## config.mk

```make
export PLATFORM = sky130hd
export DESIGN_NAME = me_search_ctrl
export DESIGN_NICKNAME = d
export VERILOG_FILES = /design/src/rtl/me_search_ctrl.sv
export SDC_FILE = /design/constraint.sdc
export NUM_CORES = 1
export LEC_CHECK = 0
export CORE_MARGIN = 2
export CORE_UTILIZATION = 35
export CTS_CLUSTER_SIZE = 12
export DETAILED_ROUTE_END_ITERATION = 6
export PLACE_DENSITY_LB_ADDON = 0.08
export SYNTH_ARGS = -nofsm -noshare
export SYNTH_HDL_FRONTEND = slang
export SYNTH_SLANG_ARGS = --single-unit
```

## constraint.sdc

```tcl
create_clock -name clk -period 3.63 [get_ports clk]
set_clock_uncertainty 0.2 [all_clocks]
set_input_delay 1.089 -clock clk [delete_from_list [all_inputs] [get_ports clk]]
set_output_delay 1.089 -clock clk [all_outputs]
set_load 0.005 [all_outputs]
```

## src/rtl/me_search_ctrl.sv

```systemverilog
// Full-search integer motion estimation sequencer for one 16x16 block.
// Issues one candidate MV per cycle in raster order, clears the downstream
// min-SAD comparator at the start of each pass, and tracks the per-lane
// winning MV by aligning delayed candidates with the returning SADs.
//
// Ports:
//   clk, rst_n   clock, asynchronous active-low reset
//   start        pulse; begins a pass when idle
//   stall        reference fetch not ready; holds candidate issue
//   sad16x16     NUM_PU SAD lanes, lane p at [p*SAD_W +: SAD_W]
//   cand_valid   candidate issued this cycle
//   cand_mvx/y   candidate MV (signed), held while cand_valid=0
//   cmp_clear    one-cycle clear of the comparator min registers
//   busy         FSM not idle
//   done         one-cycle pulse at pass completion
//   best_mvx/y   per-lane winning MV (signed)
//   best_sad     per-lane minimum SAD
module me_search_ctrl #(
  parameter int          RANGE   = 16,
  parameter int unsigned MV_W    = 6,
  parameter int unsigned SAD_W   = 16,
  parameter int unsigned NUM_PU  = 4,
  parameter int unsigned SAD_LAT = 2
) (
  input  logic                     clk,
  input  logic                     rst_n,
  input  logic                     start,
  input  logic                     stall,
  input  logic [NUM_PU*SAD_W-1:0]  sad16x16,
  output logic                     cand_valid,
  output logic [MV_W-1:0]          cand_mvx,
  output logic [MV_W-1:0]          cand_mvy,
  output logic                     cmp_clear,
  output logic                     busy,
  output logic                     done,
  output logic [NUM_PU*MV_W-1:0]   best_mvx,
  output logic [NUM_PU*MV_W-1:0]   best_mvy,
  output logic [NUM_PU*SAD_W-1:0]  best_sad
);

  localparam int unsigned CNT_W = (SAD_LAT > 1) ? $clog2(SAD_LAT) : 1;
  localparam logic signed [MV_W-1:0] MV_MIN = MV_W'(-RANGE);
  localparam logic signed [MV_W-1:0] MV_MAX = MV_W'(RANGE - 1);

  typedef enum logic [2:0] {IDLE, CLEAR, SEARCH, DRAIN, DONE} state_t;

  typedef struct packed {
    logic            vld;
    logic [MV_W-1:0] mvx;
    logic [MV_W-1:0] mvy;
  } dl_t;

  state_t                   state_q, state_d;
  logic signed [MV_W-1:0]   mvx_q, mvx_d, mvy_q, mvy_d;
  logic [CNT_W-1:0]         drain_q, drain_d;
  logic                     cand_valid_q, cand_valid_d;
  logic [MV_W-1:0]          cand_mvx_q, cand_mvx_d, cand_mvy_q, cand_mvy_d;
  logic                     cmp_clear_q, cmp_clear_d;
  logic                     busy_q, busy_d;
  logic                     done_q, done_d;
  logic [NUM_PU*MV_W-1:0]   best_mvx_q, best_mvx_d, best_mvy_q, best_mvy_d;
  logic [NUM_PU*SAD_W-1:0]  best_sad_q, best_sad_d;
  dl_t                      dl_q [SAD_LAT];
  dl_t                      dl_d [SAD_LAT];
  dl_t                      sad_tag;

  // Delay line: realigns issued candidates with their SADs, shifts every cycle
  always_comb begin
    dl_d[0] = '{vld: cand_valid_q, mvx: cand_mvx_q, mvy: cand_mvy_q};
    for (int unsigned i = 1; i < SAD_LAT; i++) dl_d[i] = dl_q[i-1];
  end

  assign sad_tag = dl_q[SAD_LAT-1];

  // Next-state, candidate generation and best tracking
  always_comb begin
    state_d      = state_q;
    mvx_d        = mvx_q;
    mvy_d        = mvy_q;
    drain_d      = drain_q;
    cand_valid_d = 1'b0;
    cand_mvx_d   = cand_mvx_q;
    cand_mvy_d   = cand_mvy_q;
    best_sad_d   = best_sad_q;
    best_mvx_d   = best_mvx_q;
    best_mvy_d   = best_mvy_q;

    unique case (state_q)
      IDLE:   if (start) state_d = CLEAR;
      CLEAR: begin
        mvx_d   = MV_MIN;
        mvy_d   = MV_MIN;
        state_d = SEARCH;
      end
      SEARCH: if (!stall) begin
        cand_valid_d = 1'b1;
        cand_mvx_d   = mvx_q;
        cand_mvy_d   = mvy_q;
        if (mvx_q == MV_MAX) begin
          mvx_d = MV_MIN;
          if (mvy_q == MV_MAX) begin
            state_d = DRAIN;
            drain_d = CNT_W'(SAD_LAT - 1);
          end else begin
            mvy_d = mvy_q + MV_W'(1);
          end
        end else begin
          mvx_d = mvx_q + MV_W'(1);
        end
      end
      DRAIN: begin
        if (drain_q == '0) state_d = DONE;
        else               drain_d = drain_q - CNT_W'(1);
      end
      DONE:    state_d = IDLE;
      default: state_d = IDLE;
    endcase

    // done trails the DONE state by one cycle so the last SAD update is visible
    done_d      = (state_q == DONE);
    cmp_clear_d = (state_d == CLEAR);
    busy_d      = (state_d != IDLE);

    // CLEAR initialisation wins over any update in the same cycle
    if (state_q == CLEAR) begin
      best_sad_d = '1;
      best_mvx_d = '0;
      best_mvy_d = '0;
    end else if (sad_tag.vld) begin
      for (int unsigned p = 0; p < NUM_PU; p++) begin
        // strict less-than keeps the earliest candidate on ties
        if (sad16x16[p*SAD_W +: SAD_W] < best_sad_q[p*SAD_W +: SAD_W]) begin
          best_sad_d[p*SAD_W +: SAD_W] = sad16x16[p*SAD_W +: SAD_W];
          best_mvx_d[p*MV_W +: MV_W]   = sad_tag.mvx;
          best_mvy_d[p*MV_W +: MV_W]   = sad_tag.mvy;
        end
      end
    end
  end

  // State and output registers
  always_ff @(posedge clk or negedge rst_n) begin
    if (!rst_n) begin
      state_q      <= IDLE;
      mvx_q        <= '0;
      mvy_q        <= '0;
      drain_q      <= '0;
      cand_valid_q <= 1'b0;
      cand_mvx_q   <= '0;
      cand_mvy_q   <= '0;
      cmp_clear_q  <= 1'b0;
      busy_q       <= 1'b0;
      done_q       <= 1'b0;
      best_sad_q   <= '1;
      best_mvx_q   <= '0;
      best_mvy_q   <= '0;
      for (int unsigned i = 0; i < SAD_LAT; i++) dl_q[i] <= '0;
    end else begin
      state_q      <= state_d;
      mvx_q        <= mvx_d;
      mvy_q        <= mvy_d;
      drain_q      <= drain_d;
      cand_valid_q <= cand_valid_d;
      cand_mvx_q   <= cand_mvx_d;
      cand_mvy_q   <= cand_mvy_d;
      cmp_clear_q  <= cmp_clear_d;
      busy_q       <= busy_d;
      done_q       <= done_d;
      best_sad_q   <= best_sad_d;
      best_mvx_q   <= best_mvx_d;
      best_mvy_q   <= best_mvy_d;
      for (int unsigned i = 0; i < SAD_LAT; i++) dl_q[i] <= dl_d[i];
    end
  end

  assign cand_valid = cand_valid_q;
  assign cand_mvx   = cand_mvx_q;
  assign cand_mvy   = cand_mvy_q;
  assign cmp_clear  = cmp_clear_q;
  assign busy       = busy_q;
  assign done       = done_q;
  assign best_mvx   = best_mvx_q;
  assign best_mvy   = best_mvy_q;
  assign best_sad   = best_sad_q;

endmodule
```

==> impl_results.md, run 1 <==
* Skew-Pair Late Insertion Delay at 440 ps
* Register area at 4334 µm²
* Global-route usage over all layers at 0.1757
* I/O pin cnt at around 200
* Global-route wire length before repair at 35.91 mm
* Initial antenna violation count at 0
* Status: finished clean
* RSZ-0062 raised after global routing: no
* DRT iter0 DRCs at 360
* Metal1 wirelength at 10.39 mm
* Post-DR wirelength/cell at approximately 16 µm
* Sequential area share after synthesis at 0.5010
* ANT cells at 0
* Port bufs at approximately 200
* Root buf cell: clkbuf_16
* Asr flop ratio synth at 1.000
* Kind of critical path: input port to flip-flop
* Fin Setup TNS at 0 ps
* Slew Limit Fails at 0
* Die area at ~26000 µm²
* Design Area, Final at 11510 µm²
* First drt pass iteration count at 5
* Row count at 57
* Worst r2r src: best_sad[62]
* Setup crit start kind: input port
* CP endpoint kind: flip-flop
* Final Cycle Share at 0.9306
* Final hold viol count at 0
* CP startpoint: sad16x16[62]
* Tmin final at 3378 ps
* Max-cap viol count at 0
* Synthesized Nets at between 900 and 1000
* EDFF count, synth at 0
* Via Count at 6405
* Actual slew at the worst max-slew pin at 895.2 ps
* Area of the multi-input gates at around 3700 µm²
* Fraction of layout cells with a size suffix above 1 at 0.1472
* FILL cells at 2298
* Post-cts sizing count at 0
* Hold Slack at approximately 150 ps
* Syn. warnings at 0
* CTS max path bufs at 2
* Max Fclk at 296.0 MHz
* Reg clk slew, reported paths at approximately 70 ps
* Die X at 161.2 µm
* DPL Wire Length at about 16 mm
* Total CTS buffers at 17
* Syn avg cell area at around 11 µm²
* Synthesized cell area at 8651 µm²
* Distinct cells, synth at 52
* Crit-path slowest cell: clkdlybuf4s50_1
* Most frequent cell after synthesis: dfrtp_1
* H-tree levels at 4
* CP max stage delay at 450 ps
* Largest net degree at the start of global routing at 67
* Highest Signal Layer: met4
* CORE AREA at around 24000 µm²
* Die H at about 160 µm
* Post-route ant nets at 0
* Placer Congestion at between 0.7 and 0.8
* Min-Delay Path Class: flip-flop to flip-flop
* Clock sink count at between 150 and 200
* Worst vdd ir at around 0.24 mV
* # hold bufs at CTS at 0
* Crit path arrival time at about 3500 ps
* Initial Util at 0.3557
* Top-area cell type share of the netlist area at 0.3066
* Crit-path cells: clkdlybuf4s50_1 -> ha_1 -> nand4_1 -> or3_1 -> a2111oi_0 -> or3_2 -> buf_12 -> mux2i_1
* Pwr dens at about 720 nW/µm²
* DRC Markers at 0
* Area Overhead vs Synth at 33.09%
* Post-CTS Setup Inserts at 0
* CTS tree: done
* Vias in the first global route at between 6000 and 7000
* Met2 Wirelength at 10.39 mm
* Pleak at roughly 5.3 nW
* Vias per cell at approximately 4.8
* Critical Path Fanout Max at 20
* Hold path start: dl_d[3]
* Synth cell count leaders: dfrtp_1, nand2_1, nand3_1
* Synth area leaders: dfrtp_1, dfstp_2, ha_1, mux2i_1, nand3_1
* Cells after Synth at around 810
* Placed Area at between 10000 and 15000 µm²
* WL met3 at around 930 µm
* Endpoints failing setup at 0
* Final nets at roughly 1100
* Post-synth top flop: dfrtp_1
* Rel. slew slack at 0.4018
* Total Routed Length at ~22 mm
* Area leader, netlist: dfrtp_1
* Yosys reg bits at 170
* Worst EP required at roughly 3800 ps
* Overflow after GRT at 0
[cells by family (layout without fill, tap and decap cells)]
| family | Yosys count | count (layout) | synth area share |
|---|---|---|---|
| AOI/OAI and AO/OA | 122 | 122 | 0.1066 |
| xor gates and xnor gates | 5 | 5 | 0.005062 |
| adders and majority gates | 62 | 62 | 0.08967 |
| buffers and inverters | 120 | 326 | 0.06827 |
| DFF | 170 | 170 | 0.5010 |
| muxes | 77 | 77 | 0.09083 |
| and+or+nand+nor | 257 | 257 | 0.1386 |
[stage by stage]
stage,std cells,utilization,worst slack (ps),total power [mW]
3_3_place_gp,1311,0.4504,-218.5,6.619
4_1_cts,1343,0.4734,243.5,8.477
2_1_floorplan,813,-,589.9,5.004
5_1_grt,1343,0.4734,54.31,8.979
6_report,1343,0.4734,251.8,8.324
3_5_place_dp,1311,0.4504,-212.7,6.661
[sequential cells by signal, indices dropped and copies added (netlist names), 3 cells and up]
signal	cells
best_sad	64
best_mvx	24
best_mvy	24
dl_d	13
dl_q	13
cand_mvx	6
cand_mvy	6
mvx_q	6
mvy_q	6
state_q	3
[report_power, final]
group / total [mW] / switching [mW] / internal (mW)
logic: 3.40 / 1.51 / 1.89
registers: 3.17 / 0.417 / 2.75
clock network: 1.76 / 0.833 / 0.926
[cell type report]
type / count / share of cell area
Clock buffer: 19 / 0.03847
Inverter: 68 / 0.02217
Tap cell: 324 / 0.03521
Multi-Input combinational cell: 523 / 0.3244
Timing Repair Buffer: 226 / 0.1931
Clock inverter: 13 / 0.01022
Sequential cell: 170 / 0.3764
[cell usage in the layout (no fill, tap or decap), drive strengths merged, types with 4 or more instances in the layout]
master	Yosys	final
nand4	12	12
mux2	12	12
a2111oi	5	5
nand3	70	70
and3	4	4
nand2b	6	6
a21oi	21	21
clkbuf	23	19
ha	62	62
buf	29	32
or3	6	6
nand2	91	91
a41o	4	4
o21a	5	5
dfstp	64	64
mux2i	65	65
o211ai	33	33
o2111ai	5	5
nor2	53	53
a21o	8	8
clkdlybuf4s50	0	194
o21ai	30	30
dfrtp	106	106
xor2	5	5
inv	68	80
nor3	4	4
[worst max-delay path, delay by kind of cell]
family          cells  cell delay [ps]
fa+ha+maj           1              310
mux                 1              230
buf+inv             2              650
simple gates        3              800
compound gates      1              430
[final timing paths]
check | endpoint | slack (ps) | cells past startpoint
setup / recovery | best_sad[52] | 250 | 8
hold / removal | dl_q[3] | 150 | 0
setup reg to reg | best_sad[52] | 780 | 8
hold reg to reg | dl_q[3] | 150 | 0
max in group asynchronous | cand_mvy[3] | 1940 | 2
min in group asynchronous | best_mvx[5] | 480 | 1
[metal layers]
metal,vias to the layer above,GRT usage
met5,-,0
met4,0,0.04383
met3,18,0.03493
met2,127,0.2874
met1,3049,0.2405
li1,3211,-
Note: power is estimated with default switching activity, not from simulation.
==> run 2, diff against run 1 <==
Settings changed: MAX_ROUTING_LAYER set to met4, SLEW_MARGIN set to 20.
Clock period 3.63 ns to 3.6 ns, I/O delays scaled along.
==> impl_results.md, run 2 (synthesis gave the netlist of run 1 again) <==
* Status: finished clean
* Final hold viol count at 0
* H-tree levels at 4
* Initial Util at 0.3557
* Skew-Pair Late Insertion Delay at 430 ps
* Hold Slack at approximately 150 ps
* Max Fclk at ~300 MHz
* Post-cts sizing count at 0
* Die H at 161.2 µm
* CTS tree: done
* Crit-path cells: clkdlybuf4s50_1 -> ha_1 -> nand4_1 -> or3_1 -> a2111oi_0 -> or3_2 -> buf_12 -> mux2i_1
* Via Count at approximately 6400
* Actual slew at the worst max-slew pin at slightly below 900 ps
* Total CTS buffers at 17
* Seq pwr share at 0.380
* Slew Limit Fails at 0
* Row count at between 50 and 60
* Vias in the first global route at approximately 6500
* Total Routed Length at roughly 22 mm
* Die area at approximately 26000 µm²
* Die X at ~160 µm
* DPL Wire Length at about 16 mm
* Overflow after GRT at 0
* Commonest non-fill, non-tap cell in the layout: clkdlybuf4s50_1
* I/O pin cnt at 196
* Highest Signal Layer: met4
* Sw Ratio at 0.3264
* Port bufs at slightly below 200
* Pleak at roughly 5.2 nW
* Worst vdd ir at between 0.2 and 0.25 mV
* Tmin final at ~3400 ps
* # hold bufs at CTS at 0
* DRT iter0 DRCs at 332
* Area Overhead vs Synth at 32.92%
* DRC Markers at 0
* Setup crit start kind: input port
* WL met3 at a little under 900 µm
* CP endpoint kind: flip-flop
* Leading cell types in the layout, fill and taps excluded: clkdlybuf4s50_1, dfrtp_1, nand2_1
* Critical Path Fanout Max at 20
* CORE AREA at approximately 24000 µm²
* ANT cells at 0
* Total Power at about 8.4 mW
* Comb power frac at 0.411
* Global-route usage over all layers at 0.1791
* Final Cycle Share at 0.9316
* Root buf cell: clkbuf_16
* Endpoints failing setup at 0
* Design Area, Final at around 11000 µm²
* Post-Place Worst Slack at -187.2 ps
* Post-route setup slack at ~250 ps
* CTS max path bufs at 2
* Max FFs per register at 64
* Post-route ant nets at 0
* Crit-path slowest cell: clkdlybuf4s50_1
* R2R depth at 8
* RSZ-0062 raised after global routing: no
* Global-route wire length before repair at around 36 mm
* Max-cap viol count at 0
* Met2 Wirelength at approximately 10 mm
* Placer Congestion at roughly 0.81
* Final nets at 1133
* Metal1 wirelength at 10.40 mm
* Post-DR wirelength/cell at 16.22 µm
* Min-Delay Path Class: flip-flop to flip-flop
* Clock sink count at 170
* Placed Area at 10940 µm²
* First drt pass iteration count at 6
* Pwr dens at between 700 and 800 nW/µm²
* Worst EP required at 3750 ps
* Crit path arrival time at about 3500 ps
* Hold Crit Depth at 0
* Initial antenna violation count at 0
* Reg clk slew, reported paths at ~60 ps
* Rel. slew slack at 0.4049
* Kind of critical path: input port to flip-flop
* Largest net degree at the start of global routing at just over 90
* Post-CTS Setup Inserts at 0
* Sw Pwr at approximately 2.7 mW
* CP max stage delay at approximately 440 ps
* Clk network pwr share at 0.209
* P_int at approximately 5.6 mW
* FILL cells at roughly 2300
* Vias per cell at roughly 4.8
* Fraction of layout cells with a size suffix above 1 at 0.1437
==> run 2: cell count changes in the layout (fill, tap and decap cells not counted), moves of 2 or more <==
| cell | delta |
|---|---|
| inv_8 | -2 |
| clkinv_4 | +2 |
| clkinvlp_4 | +6 |
| inv_6 | -8 |
| buf_4 | -4 |
==> run 2: final timing paths <==
check	slack [ps]	from	endpoint
max in group asynchronous	2140	rst_n	best_sad[55]
worst max register to register	780	best_sad[62]	best_sad[53]
min in group asynchronous	490	rst_n	best_sad[41]
worst min-delay path	150	dl_d[8]	dl_q[8]
worst max-delay path	250	sad16x16[62]	best_sad[53]
worst min register to register	150	dl_d[8]	dl_q[8]
==> run 2: area by class of cell <==
type                    instances  area, µm²  share of cell area
clock buffers                  19      432.9             0.03765
clock inverters                13      122.6             0.01066
well taps                     324      405.4             0.03526
inverters                      68      255.2             0.02220
multi-input cells             523       3735              0.3248
flip-flops and latches        170       4334              0.3769
repair buffers                223       2213              0.1925
==> run 2: power by group through the flow <==
| stage | Clock (mW) | Combinational [mW] | Sequential, mW |
|---|---|---|---|
| 2_1_floorplan | 0 | 1.87 | 3.17 |
| 3_3_place_gp | 0 | 3.45 | 3.23 |
| 3_5_place_dp | 0 | 3.48 | 3.23 |
| 4_1_cts | 1.81 | 3.50 | 3.20 |
| 5_1_grt | 1.90 | 3.84 | 3.28 |
| 6_report | 1.75 | 3.44 | 3.18 |
==> run 2: routing by layer <==
| metal | vias to the layer above | track usage |
|---|---|---|
| met5 | - | - |
| met4 | 0 | 0.04667 |
| met3 | 17 | 0.03364 |
| met2 | 118 | 0.2772 |
| met1 | 3076 | 0.2433 |
| li1 | 3208 | - |
==> run 2: through the flow <==
stage	std cells	setup TNS [ps]	util
CTS	1340	0	0.4728
floorplan	813	0	-
global placement	1308	-6739	0.4500
detailed placement	1308	-6024	0.4500
finish	1340	0	0.4728
global route	1340	0	0.4728
==> run 2: critical path, delay by kind of cell <==
| family | cells | cell delay [ps] |
|---|---|---|
| adders and majority gates | 1 | 310 |
| muxes | 1 | 220 |
| buffers and inverters | 2 | 650 |
| AOI/OAI and AO/OA | 1 | 420 |
| and+or+nand+nor | 3 | 820 |
==> run 3, diff against run 2 <==
Settings changed: ABC_AREA set to 1.
Clock period 3.6 ns to 3.2 ns, I/O delays scaled along.
==> impl_results.md, run 3 <==
* Status: finished clean
* I/O pin cnt at around 200
* Distinct cells, synth at 31
* Final Cycle Share at 0.8419
* Synthesized cell area at between 8000 and 9000 µm²
* Final nets at around 1400
* Most frequent cell after synthesis: nand2_1
* CTS tree: done
* Simple-Gate Fraction of Synth Area at 0.2896
* Total CTS buffers at 17
* Mux cell area share after synthesis at 0
* Endpoints failing setup at 0
* Max-cap viol count at 0
* DRT iter0 DRCs at about 400
* Actual slew at the worst max-slew pin at 772.4 ps
* Largest net degree at the start of global routing at ~140
* Crit-path slowest cell: clkdlybuf4s50_1
* Initial Util at 0.3541
* Total Routed Length at 22.76 mm
* Skew-Pair Late Insertion Delay at ~430 ps
* Post-route setup slack at between 500 and 600 ps
* Synthesized Nets at 1171
* Vias in the first global route at between 7000 and 8000
* Fin Setup TNS at 0 ps
* Adder-Cell Fraction of Synth Area at 0.08750
* Max Fclk at between 300 and 400 MHz
* Port bufs at a little under 200
* CP max stage delay at about 460 ps
* Post-synth top flop: dfrtp_1
* Area leader, netlist: dfrtp_1
* Top-area cell type share of the netlist area at 0.2992
* # hold bufs at CTS at 0
* Via Count at approximately 7200
* Global-route usage over all layers at 0.1849
* Post-route ant nets at 0
* Global-route wire length before repair at approximately 38 mm
* Pwr dens at 922.1 nW/µm²
* Synth area leaders: dfrtp_1, dfstp_2, nand2_1, ha_1, nand3_1
* Kind of critical path: input port to flip-flop
* Core Util, Final at 0.4650
* Reg clk slew, reported paths at around 70 ps
* Max FFs per register at 64
* DPL Wire Length at around 16 mm
* Setup crit start kind: input port
* CORE AREA at 25040 µm²
* CP endpoint kind: flip-flop
* Syn. warnings at 0
* Min-Delay Path Class: flip-flop to flip-flop
* Post-CTS Setup Inserts at 0
* Commonest non-fill, non-tap cell in the layout: nand2_1
* Pleak at between 5 and 6 nW
* EDFF count, synth at 0
* Asr flop ratio synth at 1.000
* Post-Synth XOR/XNOR Area at 0.002964
* Crit path top cell by count: nand2_1
* Largest family of logic cells by synthesized area: simple AND/OR/NAND/NOR gates
* Cells after Synth at about 1000
* Sequential area share after synthesis at 0.4889
* Synth cell count leaders: nand2_1, nand3_1, inv_1
* Worst vdd ir at between 0.7 and 0.8 mV
* Rel. slew slack at 0.4851
* Placer Congestion at about 0.76
* Post-DR wirelength/cell at about 15 µm
* Root buf cell: clkbuf_16
* Overflow after GRT at 0
* Fraction of layout cells with a size suffix above 1 at 0.1071
* Initial antenna violation count at 0
* Die X at roughly 160 µm
* Clock sink count at between 150 and 200
* Tmin final at between 2000 and 3000 ps
* Post-Place Worst Slack at 39.01 ps
* Final hold viol count at 0
* Area Overhead vs Synth at 31.30%
* Row count at 58
* DRC Markers at 0
* H-tree levels at 4
* Post-cts sizing count at 0
* Yosys reg bits at 170
* Critical Path Fanout Max at 18
* Slew Limit Fails at 0
* Crit-path cells: clkdlybuf4s50_1 -> ha_1 -> nand2_1 -> nor4_1 -> nand2_1 -> nand2_1 -> buf_4 -> nand3_1 -> nand2_1
* Worst EP required at approximately 3400 ps
* Vias per cell at between 4 and 5
* Die area at 26620 µm²
* RSZ-0062 raised after global routing: no
* Die H at between 150 and 200 µm
* Syn avg cell area at approximately 8.5 µm²
* CTS max path bufs at 2
* Crit path arrival time at 2860 ps
* Complex-gate fraction of the synthesized area at 0.03669
* Leading cell types in the layout, fill and taps excluded: nand2_1, clkdlybuf4s50_1, nand3_1
* First drt pass iteration count at 4
* Hold Slack at approximately 140 ps
==> run 3: changes by cell type after synthesis, moves of 9 or more <==
cell      before  now
buf_2         10   20
buf_6          3   12
clkbuf_1      23    6
inv_1         68  112
mux2i_1       65    0
nand2_1       89  348
nand3_1       70  120
nand4_1       12    2
nor2_1        52   20
o211ai_1      33    1
o21ai_0        9   19
o21ai_1       21    7
or2_1          0   58
==> run 3: area by class of cell <==
class                      instances  area (µm²)
fill                            2539       13400
sequential                       170        4334
multi-input combinational        698        3695
timing repair buffer             214        2171
inverter                         119       459.2
clock buffer                      19       442.9
tap                              330       412.9
clock inverter                    12       123.9
antenna                            1       2.502
==> run 3: logic make-up (layout without fill, tap and decap cells) <==
group	after synthesis	count (layout)
and+or+nand+nor	573	573
buffers and inverters	173	364
DFF	170	170
adders and majority gates	62	62
AOI/OAI and AO/OA	60	60
xor gates and xnor gates	3	3
other	0	1
==> run 3: path summary, 6_finish.rpt <==
path | start | to | slack [ps] | cells past startpoint
worst min register to register | dl_d[11] | dl_q[11] | 140 | 0
worst min-delay path | dl_d[11] | dl_q[11] | 140 | 0
max in group asynchronous | rst_n | best_sad[30] | 1760 | 2
min in group asynchronous | rst_n | best_mvy[13] | 340 | 1
worst max-delay path | sad16x16[46] | best_mvx[13] | 510 | 9
worst max register to register | best_sad[15] | best_sad[13] | 920 | 9
==> run 3: critical path: cells and delay by family <==
family                   cells  cell delay (ps)
AND/OR/NAND/NOR              6              830
buffers and inverters        2              750
adder cells (fa/ha/maj)      1              310
==> run 3: report_power, final <==
group	switching, mW	internal (mW)
Combinational	2.49	2.32
Clock	0.958	1.06
Sequential	0.596	3.31
==> run 3: per-stage QoR <==
stage          instance area (µm²)  total power, mW  std cells
4_1_cts                      11640            10.95       1562
6_report                     11640            10.73       1563
3_5_place_dp                 11070            8.860       1531
5_1_grt                      11640            11.73       1562
2_1_floorplan                 8866            6.637       1041
3_3_place_gp                 11070            8.792       1531
==> run 3: per-layer routing <==
layer | vias to the layer above | GRT usage | part of all wire
met3 | 16 | 0.03961 | 0.055
met2 | 156 | 0.2982 | 0.47
met1 | 3360 | 0.2392 | 0.46
met5 | - | - | 0
li1 | 3625 | - | -
met4 | 0 | 0.04224 | 0.0099
